`config.mk`:
```
export PLATFORM = sky130hd
export DESIGN_NAME = aes_bram_port
export DESIGN_NICKNAME = d
export VERILOG_FILES = /design/src/rtl/aes_bram_port.sv
export SDC_FILE = /design/constraint.sdc
export NUM_CORES = 1
export LEC_CHECK = 0
export BUFFER_PORTS_ARGS = -buffer_cell sky130_fd_sc_hd__buf_2
export CAP_MARGIN = 20
export CELL_PAD_IN_SITES_DETAIL_PLACEMENT = 0
export CELL_PAD_IN_SITES_GLOBAL_PLACEMENT = 1
export CORE_ASPECT_RATIO = 1.2
export CORE_UTILIZATION = 29
export DETAILED_ROUTE_END_ITERATION = 12
export PLACE_DENSITY = 0.81
export SLEW_MARGIN = 20
export SYNTH_ARGS = -nofsm -noshare
export SYNTH_HDL_FRONTEND = slang
export SYNTH_SLANG_ARGS = --single-unit
```
`constraint.sdc`:
```
create_clock -name aes_clk -period 1.4 [get_ports aes_clk]
set_clock_uncertainty 0.05 [all_clocks]
set_input_delay 0.14 -clock aes_clk [delete_from_list [all_inputs] [get_ports aes_clk]]
set_output_delay 0.14 -clock aes_clk [all_outputs]
set_load 0.1 [all_outputs]
```
`src/rtl/aes_bram_port.sv`:
```
// aes_bram_port: services the AES sequencer's level-held word requests against a single-port BRAM (AES_BRAM_STATS_EN adds counters).
// Write/error complete 2 cycles after request, read 2+RD_LATENCY; a request still held after completion stalls in REARM.
module aes_bram_port #(
   parameter int unsigned ADDR_W     = 13,
   parameter logic [31:0] BASE_ADDR  = 32'h0000_0000,
   parameter int unsigned RD_LATENCY = 2,
   parameter logic [31:0] ERR_DATA   = 32'hDEAD_BEEF
) (
   input  logic              aes_clk,
   input  logic              aes_rst_n,
   input  logic              aes_start_read,
   input  logic              aes_start_write,
   input  logic [31:0]       aes_bram_addr,
   input  logic [31:0]       aes_bram_write_data,
   output logic [31:0]       aes_bram_read_data,
   output logic              bram_complete,
   output logic              bram_busy,
   output logic              bram_addr_err,
   output logic              bram_en,
   output logic [3:0]        bram_we,
   output logic [ADDR_W-1:0] bram_addr,
   output logic [31:0]       bram_din,
   input  logic [31:0]       bram_dout
`ifdef AES_BRAM_STATS_EN
   ,
   input  logic              stats_clr,
   output logic [31:0]       rd_count,
   output logic [31:0]       wr_count
`endif
);

   typedef enum logic [2:0] {S_IDLE, S_ACCESS, S_RD_WAIT, S_DONE, S_REARM} state_t;

   localparam logic [32:0] WIN_LO = {1'b0, BASE_ADDR};
   localparam logic [32:0] WIN_HI = WIN_LO + (33'd4 << ADDR_W);
   localparam logic [2:0]  LAT    = 3'(RD_LATENCY);

   state_t            state, state_nxt;
   logic              rd_q, err_q;
   logic [2:0]        lat_cnt;
   logic              req, accept, addr_bad, rd_done;
   logic [31:0]       offset;
   logic [ADDR_W-1:0] word;
   logic              en_nxt, complete_nxt, busy_nxt;
   logic [3:0]        we_nxt;

   assign req      = aes_start_read | aes_start_write;
   assign accept   = (state == S_IDLE) && req;
   assign addr_bad = (aes_bram_addr[1:0] != 2'b00) ||
                     ({1'b0, aes_bram_addr} < WIN_LO) ||
                     ({1'b0, aes_bram_addr} >= WIN_HI);
   assign offset   = aes_bram_addr - BASE_ADDR;
   assign word     = ADDR_W'(offset >> 2);
   assign rd_done  = (state == S_RD_WAIT) && (lat_cnt == LAT);

   always_ff @(posedge aes_clk) begin
      if (!aes_rst_n) state <= S_IDLE;
      else            state <= state_nxt;
   end

   // Errored transactions still spend their ACCESS cycle (with the BRAM idle) so they complete with write timing.
   always_comb begin
      state_nxt = state;
      case (state)
         S_IDLE:    if (req) state_nxt = S_ACCESS;
         S_ACCESS:  state_nxt = (rd_q && !err_q) ? S_RD_WAIT : S_DONE;
         S_RD_WAIT: if (rd_done) state_nxt = S_DONE;
         S_DONE:    state_nxt = S_REARM;
         S_REARM:   if (!req) state_nxt = S_IDLE;
         default:   state_nxt = S_IDLE;
      endcase
   end

   always_comb begin
      en_nxt       = accept && !addr_bad;
      we_nxt       = (en_nxt && !aes_start_read) ? 4'hF : 4'h0;
      complete_nxt = (state_nxt == S_DONE);
      busy_nxt     = (state_nxt != S_IDLE);
   end

   always_ff @(posedge aes_clk) begin
      if (!aes_rst_n) begin
         aes_bram_read_data <= 32'h0;
         bram_complete      <= 1'b0;
         bram_busy          <= 1'b0;
         bram_addr_err      <= 1'b0;
         bram_en            <= 1'b0;
         bram_we            <= 4'h0;
         bram_addr          <= '0;
         bram_din           <= 32'h0;
         lat_cnt            <= 3'd0;
         rd_q               <= 1'b0;
         err_q              <= 1'b0;
      end else begin
         bram_complete <= complete_nxt;
         bram_busy     <= busy_nxt;
         bram_en       <= en_nxt;
         bram_we       <= we_nxt;
         if (accept) begin
            rd_q  <= aes_start_read;
            err_q <= addr_bad;
            if (addr_bad) begin
               bram_addr_err <= 1'b1;
            end else begin
               bram_addr <= word;
               if (!aes_start_read) bram_din <= aes_bram_write_data;
            end
         end
         if (state == S_ACCESS)                   lat_cnt <= 3'd1;
         else if (state == S_RD_WAIT && !rd_done) lat_cnt <= lat_cnt + 3'd1;
         else                                     lat_cnt <= 3'd0;
         if (state == S_ACCESS && err_q && rd_q) aes_bram_read_data <= ERR_DATA;
         else if (rd_done)                       aes_bram_read_data <= bram_dout;
      end
   end

`ifdef AES_BRAM_STATS_EN
   logic rd_evt, wr_evt;
   assign rd_evt = rd_done;
   assign wr_evt = (state == S_ACCESS) && !rd_q && !err_q;

   always_ff @(posedge aes_clk) begin
      if (!aes_rst_n || stats_clr) begin
         rd_count <= 32'h0;
         wr_count <= 32'h0;
      end else begin
         if (rd_evt && rd_count != 32'hFFFF_FFFF) rd_count <= rd_count + 32'd1;
         if (wr_evt && wr_count != 32'hFFFF_FFFF) wr_count <= wr_count + 32'd1;
      end
   end
`endif

endmodule

```
==> flow_metrics.env <==
export IMPL_status="complete, but fails checks"
export IMPL_violations="negative setup slack"
export IMPL_overflow=0
export IMPL_antenna_found_initial=0
export IMPL_viasPerCell=5.25
export IMPL_multi_input_area_mm2=0.00188
export IMPL_io_buffers=184
export IMPL_cts_inserted_buffers=9
export IMPL_clk_pin_slew_ns=0.06
export IMPL_place_ws_ns=-0.144
export IMPL_dr_total_vias=4107
export IMPL_synth_top_area_share_pct=49.3
export IMPL_firstDrtPassIters=5
export IMPL_synth_seq_cells=90
export IMPL_layout_drive_gt1_share_pct=48.6
export IMPL_vdd_drop_max_v=0.000690
export IMPL_grt_pass1_vias=3924
export IMPL_fin_util_pct=47.5
export IMPL_synth_area_top_cells="dfxtp_1 49%, nand4_1 7.9%, a21oi_1 7.5%"
export IMPL_fmax_ghz=0.673
export IMPL_timing_final_crit_share_pct=106
export IMPL_worst_pin_slew_ns=0.508
export IMPL_synthDistinctLibCells=35
export IMPL_num_rows=44
export IMPL_hold_viol_final=0
export IMPL_die_w_um=104
export IMPL_arrival_ns=1.69
export IMPL_slew_headroom_pct=66.4
export IMPL_avgSynthCellArea_um2=8.61
export IMPL_leakagePower_nw=2.43
export IMPL_worst_slack_ns=-0.0858
export IMPL_clk_latency_ns=0.33
export IMPL_grt_max_degree=49
export IMPL_syn_cell_area_mm2=0.00365
export IMPL_syn_nets=526
export IMPL_rsz0062_at_grt="yes"
export IMPL_period_minus_slack_ns=1.49
export IMPL_syn_inst=424
export IMPL_cts_root_buffer="clkbuf_16"
export IMPL_tns_ns=-1.54
export IMPL_drt_iter0_drc=244
export IMPL_area_growth_pct=58.1
export IMPL_worstPathMaxFanout=7
export IMPL_core_mm2=0.0122
export IMPL_start_util_pct=30.0
export IMPL_criticalPathCategory="register to register"
export IMPL_end_kind="register"
export IMPL_dp_final_hpwl_mm=7.73
export IMPL_ctsLongestPathBuffers=2
export IMPL_cts_sinks=90
export IMPL_path_cells="inv_2 -> ha_4 -> nor2b_4 -> and3_4 -> clkbuf_16 -> nand2_1 -> a31oi_1"
export IMPL_floorplan_die_area_mm2=0.0130
export IMPL_num_antenna_cells=0
export IMPL_cp_required_ns=1.61
export IMPL_finalNetCount=719
export IMPL_globalplace_congestion=0.754
export IMPL_htree_levels=3
export IMPL_crit_path_max_incr_delay_ns=0.32
export IMPL_ant_nets=0
export IMPL_grt_pass1_wl_mm=18.7
export IMPL_cts_tree="built"
export IMPL_yosysWarnings=0
export IMPL_n_fill_cell=1147
export IMPL_yosysSeqAreaShare_pct=49.3
export IMPL_drc=0
export IMPL_power_density_mw_per_mm2=1200
export IMPL_routed_wirelength_mm=12.6
export IMPL_ff_latch_area_mm2=0.00181
export IMPL_cpMaxStageDelayCell="dfxtp_2"
export IMPL_startpoint_type="register"
export IMPL_io_pin_count=185
export IMPL_die_h_um=125
export IMPL_slew_viol_final=0
export IMPL_drv_cap=0
export IMPL_synth_top_cell_by_area="dfxtp_1"
export IMPL_hold_path_class="input pin to register"
export IMPL_wl_per_cell_um=16.1
export IMPL_grt_usage_pct=17.4
export IMPL_setup_viol=35
-- registers in the layout (all words and copies together), names as in the netlist --
register and count:
err_q 1, bram_complete 1, bram_addr 13, bram_din 32, bram_busy 1, bram_addr_err 1
state 3, aes_bram_read_data 32, lat_cnt 3, bram_en 1, rd_q 1, bram_we 1
-- repair_timing --
| action | 4_1_cts | 5_1_grt |
|---|---|---|
| buffers inserted | 0 | 3 |
| endpoints found under the setup margin | 82 | 81 |
| resized for setup | 9 | 76 |
| pin swaps | 13 | 103 |
| gates cloned | 1 | 6 |
| hold buffers | 12 | 1 |
| hold endpoints to repair | 12 | 1 |
-- kinds of logic after synthesis --
group                      share of synthesized area, %
and+or+nand+nor                                    20.4
xor gates and xnor gates                          0.480
adders and majority gates                         0.685
muxes                                             0.274
DFF                                                49.3
AOI/OAI and AO/OA                                  21.4
buffers and inverters                              7.40
-- area by class of cell --
class,instances,area share [%]
inverters,3,0.195
well taps,161,3.49
flip-flops and latches,90,31.3
clock inverters,4,0.910
clock buffers,12,4.09
multi-input cells,281,32.5
repair buffers,232,27.5
-- final timing paths --
path / cells past startpoint / start / end / slack [ns]
min: 3 / aes_bram_write_data[30] / bram_din[30] / 0.008
min reg2reg: 2 / bram_addr_err / bram_addr_err / 0.40
max: 7 / lat_cnt[0] / aes_bram_read_data[1] / -0.09
max reg2reg: 7 / lat_cnt[0] / aes_bram_read_data[1] / -0.09
-- where the power goes --
group | internal, mW | switching (mW) | leakage (nW)
Combinational | 0.728 | 1.09 | 1.57
Sequential | 2.67 | 0.0733 | 0.729
Clock | 1.39 | 0.984 | 0.129
Total | 4.79 | 2.15 | 2.43
-- worst max-delay path, delay by kind of cell, from the launching register on --
family,cells,cell delay (ns)
AOI/OAI and AO/OA,1,0.15
adders and majority gates,1,0.12
buffers and inverters,2,0.25
DFF,1,0.32
and+or+nand+nor,3,0.51
-- metrics by stage --
step,instances,hold slack [ns],cell area [µm²],power (mW)
3_5_place_dp,744,0.332,4850,4.20
5_1_grt,783,0.000340,5780,7.21
2_1_floorplan,424,0.161,3660,3.67
3_3_place_gp,744,0.330,4850,4.18
6_report,783,0.00759,5780,6.93
4_1_cts,773,0.0000275,5320,6.63
-- placed cells by master, fill, tap and decap left out, types with 6 or more instances in the layout --
master	n
dlygate4sd3_1	13
o31ai_2	13
a21oi_1	45
buf_4	14
o21ai_0	14
nand2_2	12
nand2_1	43
a31oi_1	25
nand2_4	11
buf_2	184
dfxtp_1	86
a21oi_2	10
nor2_1	6
o31ai_1	17
buf_12	12
nand4_1	46
clkbuf_16	14
-- routing by layer --
metal | track usage, % | vias up | share of wire (%)
li1 | - | 1942 | -
met1 | 20.9 | 1933 | 39
met2 | 29.4 | 214 | 50
met3 | 5.53 | 18 | 8.4
met4 | 5.71 | 0 | 1.7
met5 | 0 | - | 0
-- Yosys cell counts --
| library cell | number |
|---|---|
| clkinv_1 | 1 |
| nor2_2 | 1 |
| o41ai_1 | 1 |
| a31oi_1 | 25 |
| buf_1 | 1 |
| nand2b_1 | 1 |
| clkbuf_1 | 22 |
| o21ai_0 | 17 |
| buf_2 | 14 |
| buf_6 | 2 |
| inv_1 | 2 |
| nand4_1 | 46 |
| clkbuf_2 | 1 |
| buf_4 | 10 |
| nor3b_2 | 1 |
| a21oi_1 | 55 |
| nand3b_1 | 2 |
| ha_1 | 2 |
| nand2_1 | 66 |
| and3_1 | 2 |
| a211oi_1 | 1 |
| o31ai_1 | 32 |
| nand3_1 | 5 |
| nor2b_1 | 2 |
| mux2i_1 | 1 |
| and2_1 | 1 |
| dfxtp_1 | 90 |
| xnor2_1 | 2 |
| o21ba_2 | 1 |
| nor4_2 | 4 |
| nor4_1 | 1 |
| and4_1 | 1 |
| nor2_1 | 7 |
| or3_1 | 1 |
| nor3_1 | 3 |
(Power assumes the default switching activity.)
